### config.mk
export PLATFORM = sky130hd
export DESIGN_NAME = nem_ohmux_sel_ctrl
export DESIGN_NICKNAME = d
export VERILOG_FILES = /design/src/rtl/nem_ohmux_pkg.sv /design/src/rtl/nem_relay_timer.sv /design/src/rtl/nem_ohmux_sel_ctrl.sv
export SDC_FILE = /design/constraint.sdc
export NUM_CORES = 1
export LEC_CHECK = 0
export CAP_MARGIN = 20
export CORE_AREA = 2 2 55 57
export DETAILED_ROUTE_END_ITERATION = 16
export DIE_AREA = 0 0 57 59
export MAX_ROUTING_LAYER = met4
export PLACE_DENSITY = 0.75
export SETUP_SLACK_MARGIN = 0.15
export SYNTH_ARGS = -nofsm -noshare
export SYNTH_HDL_FRONTEND = slang
export SYNTH_SLANG_ARGS = --single-unit
### constraint.sdc
create_clock -name CP -period 3.8 [get_ports CP]
set_input_delay 0.95 -clock CP [delete_from_list [all_inputs] [get_ports CP]]
set_output_delay 0.95 -clock CP [all_outputs]
set_load 0.05 [all_outputs]
### src/rtl/nem_ohmux_pkg.sv
// nem_ohmux_pkg: shared state encoding, timer sizing and default timing for the relay select sequencer
package nem_ohmux_pkg;
    typedef enum logic [1:0] {OFF, BREAK, SETTLE, ON} state_t;
    localparam int DEF_N_IN = 2;
    localparam int DEF_T_BREAK = 3;
    localparam int DEF_T_SETTLE = 5;
    localparam int DEF_CNT_W = 16;
    // wide enough to hold the longer of the two intervals
    function automatic int timer_w(input int t_break, input int t_settle);
        return $clog2((t_break > t_settle ? t_break : t_settle) + 1);
    endfunction
endpackage

### src/rtl/nem_relay_timer.sv
// nem_relay_timer: loadable down-counter; done while value is 1, so a load of N spans exactly N cycles
// ports: clk/rst, load + load_val to start an interval, value = remaining count, done = last cycle
module nem_relay_timer #(
    parameter int W = 3
) (
    input  logic         clk,
    input  logic         rst,
    input  logic         load,
    input  logic [W-1:0] load_val,
    output logic [W-1:0] value,
    output logic         done
);
    always_ff @(posedge clk or posedge rst)
        if (rst) value <= '0;
        else if (load) value <= load_val;
        else if (value != '0) value <= value - 1'b1;
    assign done = value == W'(1);
endmodule

### src/rtl/nem_ohmux_sel_ctrl.sv
// nem_ohmux_sel_ctrl: break-before-make select sequencer for NEM relay one-hot muxes with closure counter
// ports: CP/RST clock and async reset; req_valid/req_off/req_sel request with req_ready handshake;
//        sel one-hot-or-zero relay drive, stable settled path, err bad-index pulse, sw_count closures
module nem_ohmux_sel_ctrl
    import nem_ohmux_pkg::*;
#(
    parameter int N_IN = DEF_N_IN,
    parameter int T_BREAK = DEF_T_BREAK,
    parameter int T_SETTLE = DEF_T_SETTLE,
    parameter int CNT_W = DEF_CNT_W
) (
    input  logic                    CP,
    input  logic                    RST,
    input  logic                    req_valid,
    input  logic                    req_off,
    input  logic [$clog2(N_IN)-1:0] req_sel,
    output logic                    req_ready,
    output logic [N_IN-1:0]         sel,
    output logic                    stable,
    output logic                    err,
    output logic [CNT_W-1:0]        sw_count
);
    localparam int TW = timer_w(T_BREAK, T_SETTLE);
    state_t state, nxt;
    logic [$clog2(N_IN)-1:0] tgt, nxt_tgt;
    logic tgt_off, nxt_off;
    logic acc, bad, tmr_load, tmr_done;
    logic [TW-1:0] tmr_val, tmr_value_unused;
    assign req_ready = state == OFF || state == ON;
    assign acc = req_valid && req_ready;
    assign bad = acc && !req_off && 32'(req_sel) >= N_IN;
    // only ON loads the break interval; every other load is a settle interval
    assign tmr_val = state == ON ? TW'(T_BREAK) : TW'(T_SETTLE);
    nem_relay_timer #(.W(TW)) u_timer (
        .clk(CP),
        .rst(RST),
        .load(tmr_load),
        .load_val(tmr_val),
        .value(tmr_value_unused),
        .done(tmr_done)
    );
    always_comb begin
        nxt = state;
        nxt_tgt = tgt;
        nxt_off = tgt_off;
        tmr_load = 1'b0;
        case (state)
            OFF: if (acc && !bad && !req_off) begin
                nxt = SETTLE;
                nxt_tgt = req_sel;
                nxt_off = 1'b0;
                tmr_load = 1'b1;
            end
            ON: if (acc && !bad && (req_off || req_sel != tgt)) begin
                nxt = BREAK;
                nxt_tgt = req_off ? tgt : req_sel;
                nxt_off = req_off;
                tmr_load = 1'b1;
            end
            BREAK: if (tmr_done) begin
                nxt = tgt_off ? OFF : SETTLE;
                tmr_load = !tgt_off;
            end
            SETTLE: if (tmr_done) nxt = ON;
            default: nxt = OFF;
        endcase
    end
    // outputs are registered from the next state so sel never passes through a two-hot value
    always_ff @(posedge CP or posedge RST)
        if (RST) begin
            state <= OFF;
            tgt <= '0;
            tgt_off <= 1'b0;
            sel <= '0;
            stable <= 1'b0;
            err <= 1'b0;
            sw_count <= '0;
        end else begin
            state <= nxt;
            tgt <= nxt_tgt;
            tgt_off <= nxt_off;
            sel <= (nxt == SETTLE || nxt == ON) ? N_IN'(1) << nxt_tgt : '0;
            stable <= nxt == ON;
            err <= bad;
            sw_count <= sw_count + CNT_W'(state == SETTLE && nxt == ON);
        end
endmodule

# Word-level counts from Yosys, hierarchy flattened
# Cells that the tools add are included.
op_classes:
  n_addsub: 2
  n_eq_ne: 9
  shift: 1
  mux: 21
  n_reduce_logical: 14
ops:
  columns: ["operator", "n"]
  rows:
  - ["16-bit by 1-bit adder with 16-bit output", 1]
  - ["2-bit 2-to-1 mux", 6]
  - ["3-bit 2-to-1 mux", 3]
  - ["2-bit equality test, second input constant", 4]
  - ["1-bit 2-to-1 mux", 8]
  - ["2-bit one-hot mux with 4 select lines", 1]
  - ["1-bit logical AND", 4]
  - ["2-bit by 1-bit != test with 1-bit output, second input constant", 2]
  - ["1-bit one-hot mux with 2 select lines", 2]
  - ["2-bit nonzero test", 2]
  - ["3-bit by 1-bit equality test with 1-bit output, second input constant", 1]
  - ["1-bit logical OR", 3]
  - ["1-bit one-hot mux with 3 select lines", 1]
  - ["3-bit AND reduction", 1]
  - ["3-bit nonzero test", 1]
  - ["3-bit by 1-bit subtractor with 3-bit output, second input constant", 1]
  - ["2-bit by 1-bit equality test with 1-bit output, second input constant", 1]
  - ["1-bit zero test", 2]
  - ["2-bit zero test", 1]
  - ["1-bit by 1-bit left shift with 2-bit output, first input constant", 1]
  - ["1-bit != test", 1]
word_totals:
  ff_bits: 26
  input_bits: 5
  output_inout_bits: 21
  wordCells: 54

# Longest topological paths before layout
# Gate-level depths: netlist of the first run.
logic_depth:
  word_depth: 9
  mapped_depth: 11
  mapped_depth_nobuf: 11

# By module
# A second synthesis of the first run with hierarchy kept.
hier_totals:
  hier_cells: 132
  hier_area_um2: 1380.1
by_module_without_submodules:
  columns: ["mod", "n_inst", "cells_per_inst", "area_per_inst_um2", "seq_area_each_um2"]
  rows:
  - ["nem_ohmux_sel_ctrl", 1, 109, 1159.9, 575.6]
  - ["nem_relay_timer", 1, 23, 220.2, 75.1]

# Worst setup path after synthesis of the first run
# OpenSTA, ideal clock, no wires.
synth_timing:
  kind: "in2reg"
  startpoint: "in req_off"
  endpoint: "reg sw_count[10]"
  setup_time_ns: 0.142
  arrival_time_ns: 2.859
  required_time_ns: 3.658
  setup_slack_ns: 0.799
  cell_stages: 9
  n_path_buf: 0
  path_cell_list: "or3b_4 a22o_1 a32o_2 and3b_1 ha_1 ha_1 and3_1 nand4_1 xnor2_1"
synth_between:
  elab_chain_cells: 7
  elab_cells_between_ends: 10
  cone_classes: "1 x add/sub; 1 x eq/ne; 3 x mux; 5 x reduce/logical"
synth_lines:
  columns: ["item", "line", "rtl"]
  rows:
  - ["start: declaration", "nem_ohmux_sel_ctrl.sv:15", "input logic req_off,"]
  - ["1-bit logical OR / 1-bit zero test (equally long branches)", "nem_ohmux_sel_ctrl.sv:54, nem_ohmux_sel_ctrl.sv:48", null]
  - ["1-bit logical AND (on tied branches)", "nem_ohmux_sel_ctrl.sv:54, nem_ohmux_sel_ctrl.sv:48", null]
  - ["2-bit 2-to-1 mux (on tied branches)", "nem_ohmux_sel_ctrl.sv:54, nem_ohmux_sel_ctrl.sv:48", null]
  - ["2-bit one-hot mux with 4 select lines (*)", "nem_ohmux_sel_ctrl.sv:47", "case (state)"]
  - ["2-bit equality test (*)", "nem_ohmux_sel_ctrl.sv:85", "sw_count <= sw_count + CNT_W'(state == SETTLE && nxt == ON);"]
  - ["1-bit logical AND (*)", "nem_ohmux_sel_ctrl.sv:85", null]
  - ["16-bit by 1-bit adder with 16-bit output (*)", "nem_ohmux_sel_ctrl.sv:85", null]
  - ["end signal: assignment", "nem_ohmux_sel_ctrl.sv:85", null]
  - ["end: declaration", "nem_ohmux_sel_ctrl.sv:21", "output logic [CNT_W-1:0] sw_count"]
# Mark *: on every way between the ends. The rest lies on a longest branch, timed or not.
# A chain may end at the register's enable or synchronous reset.

# Worst setup path in the final report of the first run
# Ends and elaborated chain as after synthesis.

==> run_summary.xml, run 1 <==
<?xml version="1.0" encoding="UTF-8"?>
<metrics>
  <group name="run_status">
    <metric name="outcome" unit="">finished clean</metric>
  </group>
  <group name="setup_path">
    <metric name="worst-setup-path-type" unit="">input port to flip-flop</metric>
    <metric name="worst_path_most_repeated_cell" unit="">sky130_fd_sc_hd__ha_1</metric>
    <metric name="crit_family" unit="">simple AND/OR/NAND/NOR gates</metric>
    <metric name="crit-reg2reg-launch" unit="">state[0]</metric>
    <metric name="reg2reg_depth" unit="">11</metric>
    <metric name="cpMaxStageDelayCell" unit="">sky130_fd_sc_hd__clkdlybuf4s50_1</metric>
    <metric name="start_kind" unit="">input port</metric>
    <metric name="cp_data_required_time" unit="ps">4030</metric>
    <metric name="max_stage_delay" unit="ps">480</metric>
    <metric name="critical_path_arrival" unit="ps">3520</metric>
    <metric name="reg2reg_to" unit="">sw_count[10]</metric>
    <metric name="timing.critical_path.fanout_max" unit="">5</metric>
    <metric name="type_of_destination_of_the_critical_path" unit="">flip-flop</metric>
    <metric name="rrSetupSlack" unit="ps">730</metric>
    <metric name="path_buf_inv" unit="">1</metric>
    <metric name="crit_path_cell_trace" unit="">clkdlybuf4s50_1 &gt; or3b_4 &gt; a22o_1 &gt; a32o_2 &gt; and3b_1 &gt; ha_1 &gt; ha_1 &gt; and3_1 &gt; nand4_1 &gt; xnor2_1</metric>
  </group>
  <group name="cells_and_area">
    <metric name="ratio_of_cells_with_drive_above_1_in_the_final_layout" unit="%">6.122</metric>
    <metric name="syn2layout_area_growth" unit="%">23.03</metric>
    <metric name="insertedDiodeCount" unit="">0</metric>
    <metric name="post-route-util" unit="%">60.66</metric>
    <metric name="fin_area" unit="mm2">0.001644</metric>
    <metric name="sequential_cell_area" unit="um2">650.6</metric>
    <metric name="fin_nets" unit="">163</metric>
    <metric name="layout.filler_cells" unit="">242</metric>
    <metric name="finalNonFillerCells" unit="">178</metric>
    <metric name="area_of_the_multi_input_gates" unit="um2">648.1</metric>
  </group>
  <group name="global_route">
    <metric name="antenna_found_initial" unit="">0</metric>
    <metric name="global_route_wire_length_before_repair" unit="um">4112</metric>
    <metric name="grt_max_degree" unit="">27</metric>
    <metric name="grt_usage" unit="%">16.14</metric>
    <metric name="vias_in_the_first_global_route" unit="">908</metric>
    <metric name="gr-total-overflow" unit="">0</metric>
  </group>
  <group name="placed_design">
    <metric name="post_dp_cell_area" unit="mm2">0.001608</metric>
    <metric name="dp_worst_setup_slack" unit="ps">160.0</metric>
    <metric name="port_buffers" unit="">24</metric>
    <metric name="gpl.final_weighted_congestion" unit="">0.8632</metric>
    <metric name="dp.cells" unit="">174</metric>
    <metric name="dpl.hpwl" unit="um">1847</metric>
  </group>
  <group name="cts">
    <metric name="cts_setup_buffers" unit="">0</metric>
    <metric name="clock-root-buffer" unit="">sky130_fd_sc_hd__clkbuf_4</metric>
    <metric name="tritoncts.num_buffers" unit="">3</metric>
    <metric name="clock_latency" unit="ps">320</metric>
    <metric name="cts_htree_levels" unit="">1</metric>
    <metric name="cts_hold_buf" unit="">0</metric>
    <metric name="worst_setup_hold_path_clk_slew" unit="ps">130</metric>
    <metric name="cts_tree" unit="">done</metric>
    <metric name="clockBufferDepth" unit="">2</metric>
    <metric name="postCtsResizedCells" unit="">0</metric>
    <metric name="clock_sink_count" unit="">26</metric>
  </group>
  <group name="synth">
    <metric name="synth_edf_count" unit="">0</metric>
    <metric name="post_synth_main_area_contributors" unit="">sky130_fd_sc_hd__dfrtp_1 (49%), sky130_fd_sc_hd__ha_1 (9.4%), sky130_fd_sc_hd__xnor2_1 (6.6%), sky130_fd_sc_hd__xor2_1 (3.9%), sky130_fd_sc_hd__mux2i_1 (3.0%)</metric>
    <metric name="synthMostInstantiatedCell" unit="">sky130_fd_sc_hd__dfrtp_1</metric>
    <metric name="synth-async-reset-ratio" unit="%">100.0</metric>
    <metric name="yosysSeqAreaShare" unit="%">48.69</metric>
    <metric name="flip_flop_and_latch_count_after_synthesis" unit="">26</metric>
    <metric name="synthCells" unit="">120</metric>
    <metric name="synth_commonest_cells" unit="">sky130_fd_sc_hd__dfrtp_1 (26), sky130_fd_sc_hd__ha_1 (10), sky130_fd_sc_hd__xnor2_1 (10), sky130_fd_sc_hd__inv_1 (8), sky130_fd_sc_hd__nor2_1 (8)</metric>
    <metric name="synth_top_cell_area_share" unit="%">48.69</metric>
    <metric name="synth_top_flop_cell" unit="">sky130_fd_sc_hd__dfrtp_1</metric>
    <metric name="netlist-cell-type-count" unit="">34</metric>
    <metric name="synth_top_cell_by_area" unit="">sky130_fd_sc_hd__dfrtp_1</metric>
    <metric name="syn_area" unit="mm2">0.001336</metric>
    <metric name="synthesis.yosys.warnings" unit="">0</metric>
    <metric name="syn_nets" unit="">135</metric>
    <metric name="synth.avg_cell_area" unit="um2">11.14</metric>
  </group>
  <group name="floorplanning">
    <metric name="die-width" unit="um">57</metric>
    <metric name="core.rowCount" unit="">19</metric>
    <metric name="boundaryPins" unit="">26</metric>
    <metric name="die-height" unit="um">59</metric>
    <metric name="die-area" unit="mm2">0.003363</metric>
    <metric name="floorplan.core_area" unit="mm2">0.002710</metric>
    <metric name="starting_density_of_the_core" unit="%">49.31</metric>
  </group>
  <group name="timing">
    <metric name="timing.setup.tns" unit="ps">0</metric>
    <metric name="hold-worst-slack" unit="ps">483.4</metric>
    <metric name="max_freq" unit="GHz">0.3037</metric>
    <metric name="finalSetupViolCount" unit="">0</metric>
    <metric name="setup_slack" unit="ps">507.7</metric>
    <metric name="final_max_slew_viol_count" unit="">0</metric>
    <metric name="grt_setup_unrepaired" unit="">false</metric>
    <metric name="slew_headroom" unit="%">35.37</metric>
    <metric name="max_slew.worst_pin.slew" unit="ps">968.4</metric>
    <metric name="fin_crit_sh" unit="%">86.64</metric>
    <metric name="finClkSkew" unit="ps">3.381</metric>
    <metric name="finalHoldViolations" unit="">0</metric>
    <metric name="period_minus_slack" unit="ps">3292</metric>
  </group>
  <group name="hold_path">
    <metric name="whs_path_depth" unit="">1</metric>
    <metric name="min-delay-start" unit="">sw_count[15]</metric>
    <metric name="worst_hold_path_type" unit="">flip-flop to flip-flop</metric>
    <metric name="whs_endpoint" unit="">sw_count[15]</metric>
  </group>
  <group name="route">
    <metric name="drt_pass1_iterations" unit="">4</metric>
    <metric name="number_of_remaining_drc_errors" unit="">0</metric>
    <metric name="ant_nets" unit="">0</metric>
    <metric name="detailroute.via_count" unit="">951</metric>
    <metric name="detailedRoute.firstIterationViolations" unit="">17</metric>
    <metric name="drt-vias-per-instance" unit="">5.343</metric>
    <metric name="routed_wl" unit="um">2405</metric>
    <metric name="detail_route.wl_per_cell" unit="um">13.51</metric>
  </group>
  <group name="pwr">
    <metric name="powerDensity" unit="mW/mm2">648.3</metric>
    <metric name="leakage" unit="nW">0.7815</metric>
    <metric name="post-layout-total-power" unit="mW">1.066</metric>
    <metric name="vdd.ir_drop.worst" unit="mV">0.4536</metric>
  </group>
  <group name="job">
    <metric name="number_of_max_cap_violations" unit="">0</metric>
  </group>
</metrics>
sequential cells by signal (all words and copies together) (netlist names):
| signal | count |
|---|---|
| u_timer.value | 3 |
| tgt_off | 1 |
| stable | 1 |
| sw_count | 16 |
| tgt | 1 |
| sel | 2 |
| state | 2 |
routing by layer:
metal,up-vias,GRT usage [%],share of wire [%]
met2,19,26.93,50
met4,0,2.990,0.83
li1,466,-,-
met1,462,19.94,45
met3,4,4.585,4.1
met5,-,-,0
worst max-delay path by stage:
| stage | start | end | cells past startpoint | slack [ps] |
|---|---|---|---|---|
| after floorplan | req_off | sw_count[10] | 9 | 800 |
| after global placement | req_off | sw_count[10] | 10 | 250 |
| after detailed placement | req_off | sw_count[10] | 10 | 160 |
| after CTS | req_off | sw_count[10] | 10 | 520 |
| after global routing | req_off | sw_count[10] | 10 | 340 |
| final | req_off | sw_count[10] | 10 | 510 |
power breakdown:
| part | total, mW | switching (mW) | internal (mW) |
|---|---|---|---|
| combinational | 0.540 | 0.322 | 0.218 |
| sequential | 0.387 | 0.0484 | 0.339 |
| clock | 0.138 | 0.0798 | 0.0587 |
| total | 1.07 | 0.451 | 0.615 |
final cells by class:
type	count	area share, %
Sequential cell	26	39.57
Inverter	8	1.826
Tap cell	31	2.359
Clock buffer	4	2.207
Timing Repair Buffer	24	14.61
Multi-Input combinational cell	85	39.42
cell usage in the layout (no fill, tap or decap), types with 2 or more instances in the layout:
cell type / count
sky130_fd_sc_hd__mux2i_1: 4
sky130_fd_sc_hd__nor3_1: 2
sky130_fd_sc_hd__xnor2_1: 10
sky130_fd_sc_hd__nand3_1: 7
sky130_fd_sc_hd__o21ai_0: 2
sky130_fd_sc_hd__dfrtp_1: 26
sky130_fd_sc_hd__and3_1: 3
sky130_fd_sc_hd__clkdlybuf4s50_1: 24
sky130_fd_sc_hd__and3b_1: 2
sky130_fd_sc_hd__nand2b_1: 3
sky130_fd_sc_hd__nor2_1: 8
sky130_fd_sc_hd__ha_1: 10
sky130_fd_sc_hd__nand4_1: 4
sky130_fd_sc_hd__nand2_1: 5
sky130_fd_sc_hd__xor2_1: 6
sky130_fd_sc_hd__and4_1: 2
sky130_fd_sc_hd__inv_1: 8
sky130_fd_sc_hd__clkbuf_4: 3
cells by family after synthesis:
family	synth area share, %
AND/OR/NAND/NOR	19.48
flip-flops	48.69
XOR/XNOR	10.49
adder cells (fa/ha/maj)	9.363
AO/OA/AOI/OAI	5.057
buffers and inverters	2.809
multiplexers	3.839
other	0.2806
(Power assumes the default switching activity.)
==> run 2: changes to the inputs <==
CORE_AREA = 2 2 57 59   (was 2 2 55 57)
DIE_AREA = 0 0 59 61   (was 0 0 57 59)
PLACE_DENSITY = 0.74   (was 0.75)
clock period = 2.8 ns   (was 3.8 ns; I/O delays follow)
==> run 2 against run 1 <==
- sequential share of layout area fell by 3.7 points
- sequential cell count did not move
- clock power rose by 86%
==> run_summary.xml, run 2 (synthesis results as in run 1) <==
<?xml version="1.0" encoding="UTF-8"?>
<metrics>
  <group name="setup_path">
    <metric name="timing.critical_path.fanout_max" unit="">6</metric>
    <metric name="cp_data_required_time" unit="ps">3030</metric>
    <metric name="rrSetupSlack" unit="ps">210</metric>
    <metric name="worst_path_most_repeated_cell" unit="">sky130_fd_sc_hd__ha_4</metric>
    <metric name="reg2reg_depth" unit="">11</metric>
    <metric name="worst-path-stages" unit="">11</metric>
    <metric name="critical_path_arrival" unit="ps">2810</metric>
    <metric name="crit_family" unit="">simple AND/OR/NAND/NOR gates</metric>
    <metric name="type_of_destination_of_the_critical_path" unit="">flip-flop</metric>
    <metric name="worst-setup-path-type" unit="">flip-flop to flip-flop</metric>
    <metric name="cpMaxStageDelayCell" unit="">sky130_fd_sc_hd__dfrtp_1</metric>
    <metric name="path_buf_inv" unit="">1</metric>
    <metric name="start_kind" unit="">flip-flop</metric>
    <metric name="reg2reg_to" unit="">sw_count[10]</metric>
    <metric name="max_stage_delay" unit="ps">410</metric>
    <metric name="crit-reg2reg-launch" unit="">state[0]</metric>
    <metric name="crit_path_cell_trace" unit="">inv_2 &gt; ha_4 &gt; or3b_4 &gt; a22o_1 &gt; a32o_2 &gt; and3b_2 &gt; ha_4 &gt; ha_4 &gt; and3_4 &gt; nand4_1 &gt; xnor2_1</metric>
    <metric name="setup.worst_path.end" unit="">sw_count[10]</metric>
    <metric name="crit_path_start" unit="">state[0]</metric>
  </group>
  <group name="timing">
    <metric name="finalSetupViolCount" unit="">0</metric>
    <metric name="fin_crit_sh" unit="%">92.43</metric>
    <metric name="period_minus_slack" unit="ps">2588</metric>
    <metric name="setup_slack" unit="ps">212.1</metric>
    <metric name="max_freq" unit="GHz">0.3864</metric>
    <metric name="grt_setup_unrepaired" unit="">true</metric>
    <metric name="slew_headroom" unit="%">65.17</metric>
    <metric name="final_max_slew_viol_count" unit="">0</metric>
    <metric name="finalHoldViolations" unit="">0</metric>
    <metric name="hold-worst-slack" unit="ps">472.7</metric>
    <metric name="max_slew.worst_pin.slew" unit="ps">520.8</metric>
    <metric name="finClkSkew" unit="ps">11.27</metric>
  </group>
  <group name="route">
    <metric name="met3_length" unit="um">83</metric>
    <metric name="detailedRoute.firstIterationViolations" unit="">24</metric>
    <metric name="ant_nets" unit="">0</metric>
    <metric name="highest-signal-layer" unit="">met4</metric>
    <metric name="detail_route.wl_per_cell" unit="um">14.06</metric>
    <metric name="detailroute.via_count" unit="">1017</metric>
    <metric name="wl_met1" unit="um">1240</metric>
    <metric name="dr_wl_met2" unit="um">1340</metric>
    <metric name="drt-vias-per-instance" unit="">5.269</metric>
    <metric name="number_of_remaining_drc_errors" unit="">0</metric>
    <metric name="drt_pass1_iterations" unit="">3</metric>
    <metric name="routed_wl" unit="um">2713</metric>
  </group>
  <group name="global_route">
    <metric name="grt_max_degree" unit="">27</metric>
    <metric name="vias_in_the_first_global_route" unit="">1035</metric>
    <metric name="grt_usage" unit="%">17.92</metric>
    <metric name="antenna_found_initial" unit="">0</metric>
    <metric name="global_route_wire_length_before_repair" unit="um">4740</metric>
    <metric name="gr-total-overflow" unit="">0</metric>
  </group>
  <group name="pwr">
    <metric name="netSwitchingPower" unit="mW">0.6789</metric>
    <metric name="power.switching_fraction" unit="%">40.06</metric>
    <metric name="power.sequential.fraction" unit="%">31.1</metric>
    <metric name="comb_power_share" unit="%">53.8</metric>
    <metric name="post-layout-total-power" unit="mW">1.695</metric>
    <metric name="power.internal" unit="mW">1.016</metric>
    <metric name="powerDensity" unit="mW/mm2">934.2</metric>
    <metric name="vdd.ir_drop.worst" unit="mV">0.5901</metric>
    <metric name="share_clk_of_total_power" unit="%">15.1</metric>
    <metric name="leakage" unit="nW">0.8497</metric>
  </group>
  <group name="cells_and_area">
    <metric name="mostFrequentLayoutCell" unit="">sky130_fd_sc_hd__dfrtp_1</metric>
    <metric name="fin_area" unit="mm2">0.001814</metric>
    <metric name="layout_common_cells" unit="">sky130_fd_sc_hd__dfrtp_1 (26), sky130_fd_sc_hd__clkdlybuf4s50_1 (21), sky130_fd_sc_hd__buf_4 (13), sky130_fd_sc_hd__xnor2_1 (10)</metric>
    <metric name="post-route-util" unit="%">61.44</metric>
    <metric name="largest_register_ffs" unit="">16</metric>
    <metric name="fin_nets" unit="">176</metric>
    <metric name="ratio_of_cells_with_drive_above_1_in_the_final_layout" unit="%">20.63</metric>
    <metric name="largest_register" unit="">sw_count</metric>
    <metric name="layout.filler_cells" unit="">260</metric>
    <metric name="insertedDiodeCount" unit="">0</metric>
    <metric name="syn2layout_area_growth" unit="%">35.77</metric>
    <metric name="reg_top3" unit="">sw_count (16), u_timer.value (3)</metric>
  </group>
  <group name="floorplanning">
    <metric name="die-area" unit="mm2">0.003599</metric>
    <metric name="die-height" unit="um">61</metric>
    <metric name="starting_density_of_the_core" unit="%">45.25</metric>
    <metric name="boundaryPins" unit="">26</metric>
    <metric name="core.rowCount" unit="">20</metric>
    <metric name="floorplan.core_area" unit="mm2">0.002953</metric>
    <metric name="die-width" unit="um">59</metric>
  </group>
  <group name="cts">
    <metric name="worst_setup_hold_path_clk_slew" unit="ps">150</metric>
    <metric name="cts_tree" unit="">done</metric>
    <metric name="clock_sink_count" unit="">26</metric>
    <metric name="clock_latency" unit="ps">320</metric>
    <metric name="cts_hold_buf" unit="">0</metric>
    <metric name="tritoncts.num_buffers" unit="">3</metric>
    <metric name="clockBufferDepth" unit="">2</metric>
    <metric name="clock-root-buffer" unit="">sky130_fd_sc_hd__clkbuf_4</metric>
    <metric name="cts_htree_levels" unit="">1</metric>
  </group>
  <group name="run_status">
    <metric name="outcome" unit="">finished clean</metric>
  </group>
  <group name="placed_design">
    <metric name="gpl.final_weighted_congestion" unit="">0.8235</metric>
    <metric name="post_dp_cell_area" unit="mm2">0.001713</metric>
    <metric name="dpl.hpwl" unit="um">2027</metric>
    <metric name="dp_worst_setup_slack" unit="ps">-310.9</metric>
    <metric name="port_buffers" unit="">24</metric>
  </group>
  <group name="job">
    <metric name="number_of_max_cap_violations" unit="">0</metric>
  </group>
  <group name="hold_path">
    <metric name="worst_hold_path_type" unit="">flip-flop to flip-flop</metric>
  </group>
</metrics>
run 2: cell types whose count changed in the layout (fill, tap and decap cells not counted), sizes merged:
cell | previous run | this run
buf | 0 | 13
clkdlybuf4s50 | 24 | 21
dlygate4sd2 | 0 | 3
bufinv | 0 | 1
clkbuf | 4 | 3
run 2: power by group through the flow:
stage,Clock (mW),Combinational (mW),Sequential [mW]
floorplan,0,0.470,0.651
global placement,0,0.803,0.542
detailed placement,0,0.839,0.546
CTS,0.262,0.872,0.526
global route,0.282,1.00,0.541
finish,0.256,0.912,0.527
run 2: final cells by class:
cell class / count / area [um2] / area share, %
clock inverters: 1 / 30.03 / 1.655
well taps: 33 / 41.29 / 2.276
repair buffers: 37 / 334.1 / 18.41
clock buffers: 3 / 22.52 / 1.241
flip-flops and latches: 26 / 650.6 / 35.86
multi-input cells: 85 / 705.7 / 38.90
inverters: 8 / 30.03 / 1.655
run 2: how the worst min path moves through the flow:
| stage | startpoint | endpoint | cells after the start |
|---|---|---|---|
| global route | sw_count[15] | sw_count[15] | 1 |
| finish | sw_count[15] | sw_count[15] | 1 |
| floorplan | tgt_off | tgt_off | 1 |
| CTS | sw_count[15] | sw_count[15] | 1 |
| detailed placement | sw_count[15] | sw_count[15] | 1 |
| global placement | sw_count[15] | sw_count[15] | 1 |
run 2: metal layers:
layer,global-route usage (%),up-vias
met2,30.00,15
met1,22.13,504
met4,4.870,0
met5,-,-
met3,3.625,8
li1,-,490
run 2: stage by stage:
| stage | cells | setup TNS (ps) |
|---|---|---|
| 4_1_cts | 190 | 0 |
| 3_3_place_gp | 184 | -2298 |
| 5_1_grt | 193 | 0 |
| 6_report | 193 | 0 |
| 2_1_floorplan | 120 | 0 |
| 3_5_place_dp | 184 | -2929 |
run 2: timing repair:
| item | CTS | global route |
|---|---|---|
| hold endpoints to repair | 0 | 0 |
| setup buffers | 2 | 3 |
| pin swaps | 1 | 2 |
| endpoints found under the setup margin | 10 | 9 |
| gates resized for setup | 4 | 4 |
run 2: worst register-to-register path: cells and delay by family, from the launching register on:
family	cells	cell delay [ps]
simple gates	4	930
xor+xnor	1	150
fa+ha+maj	3	490
compound gates	2	430
buf+inv	1	90
flops	1	410
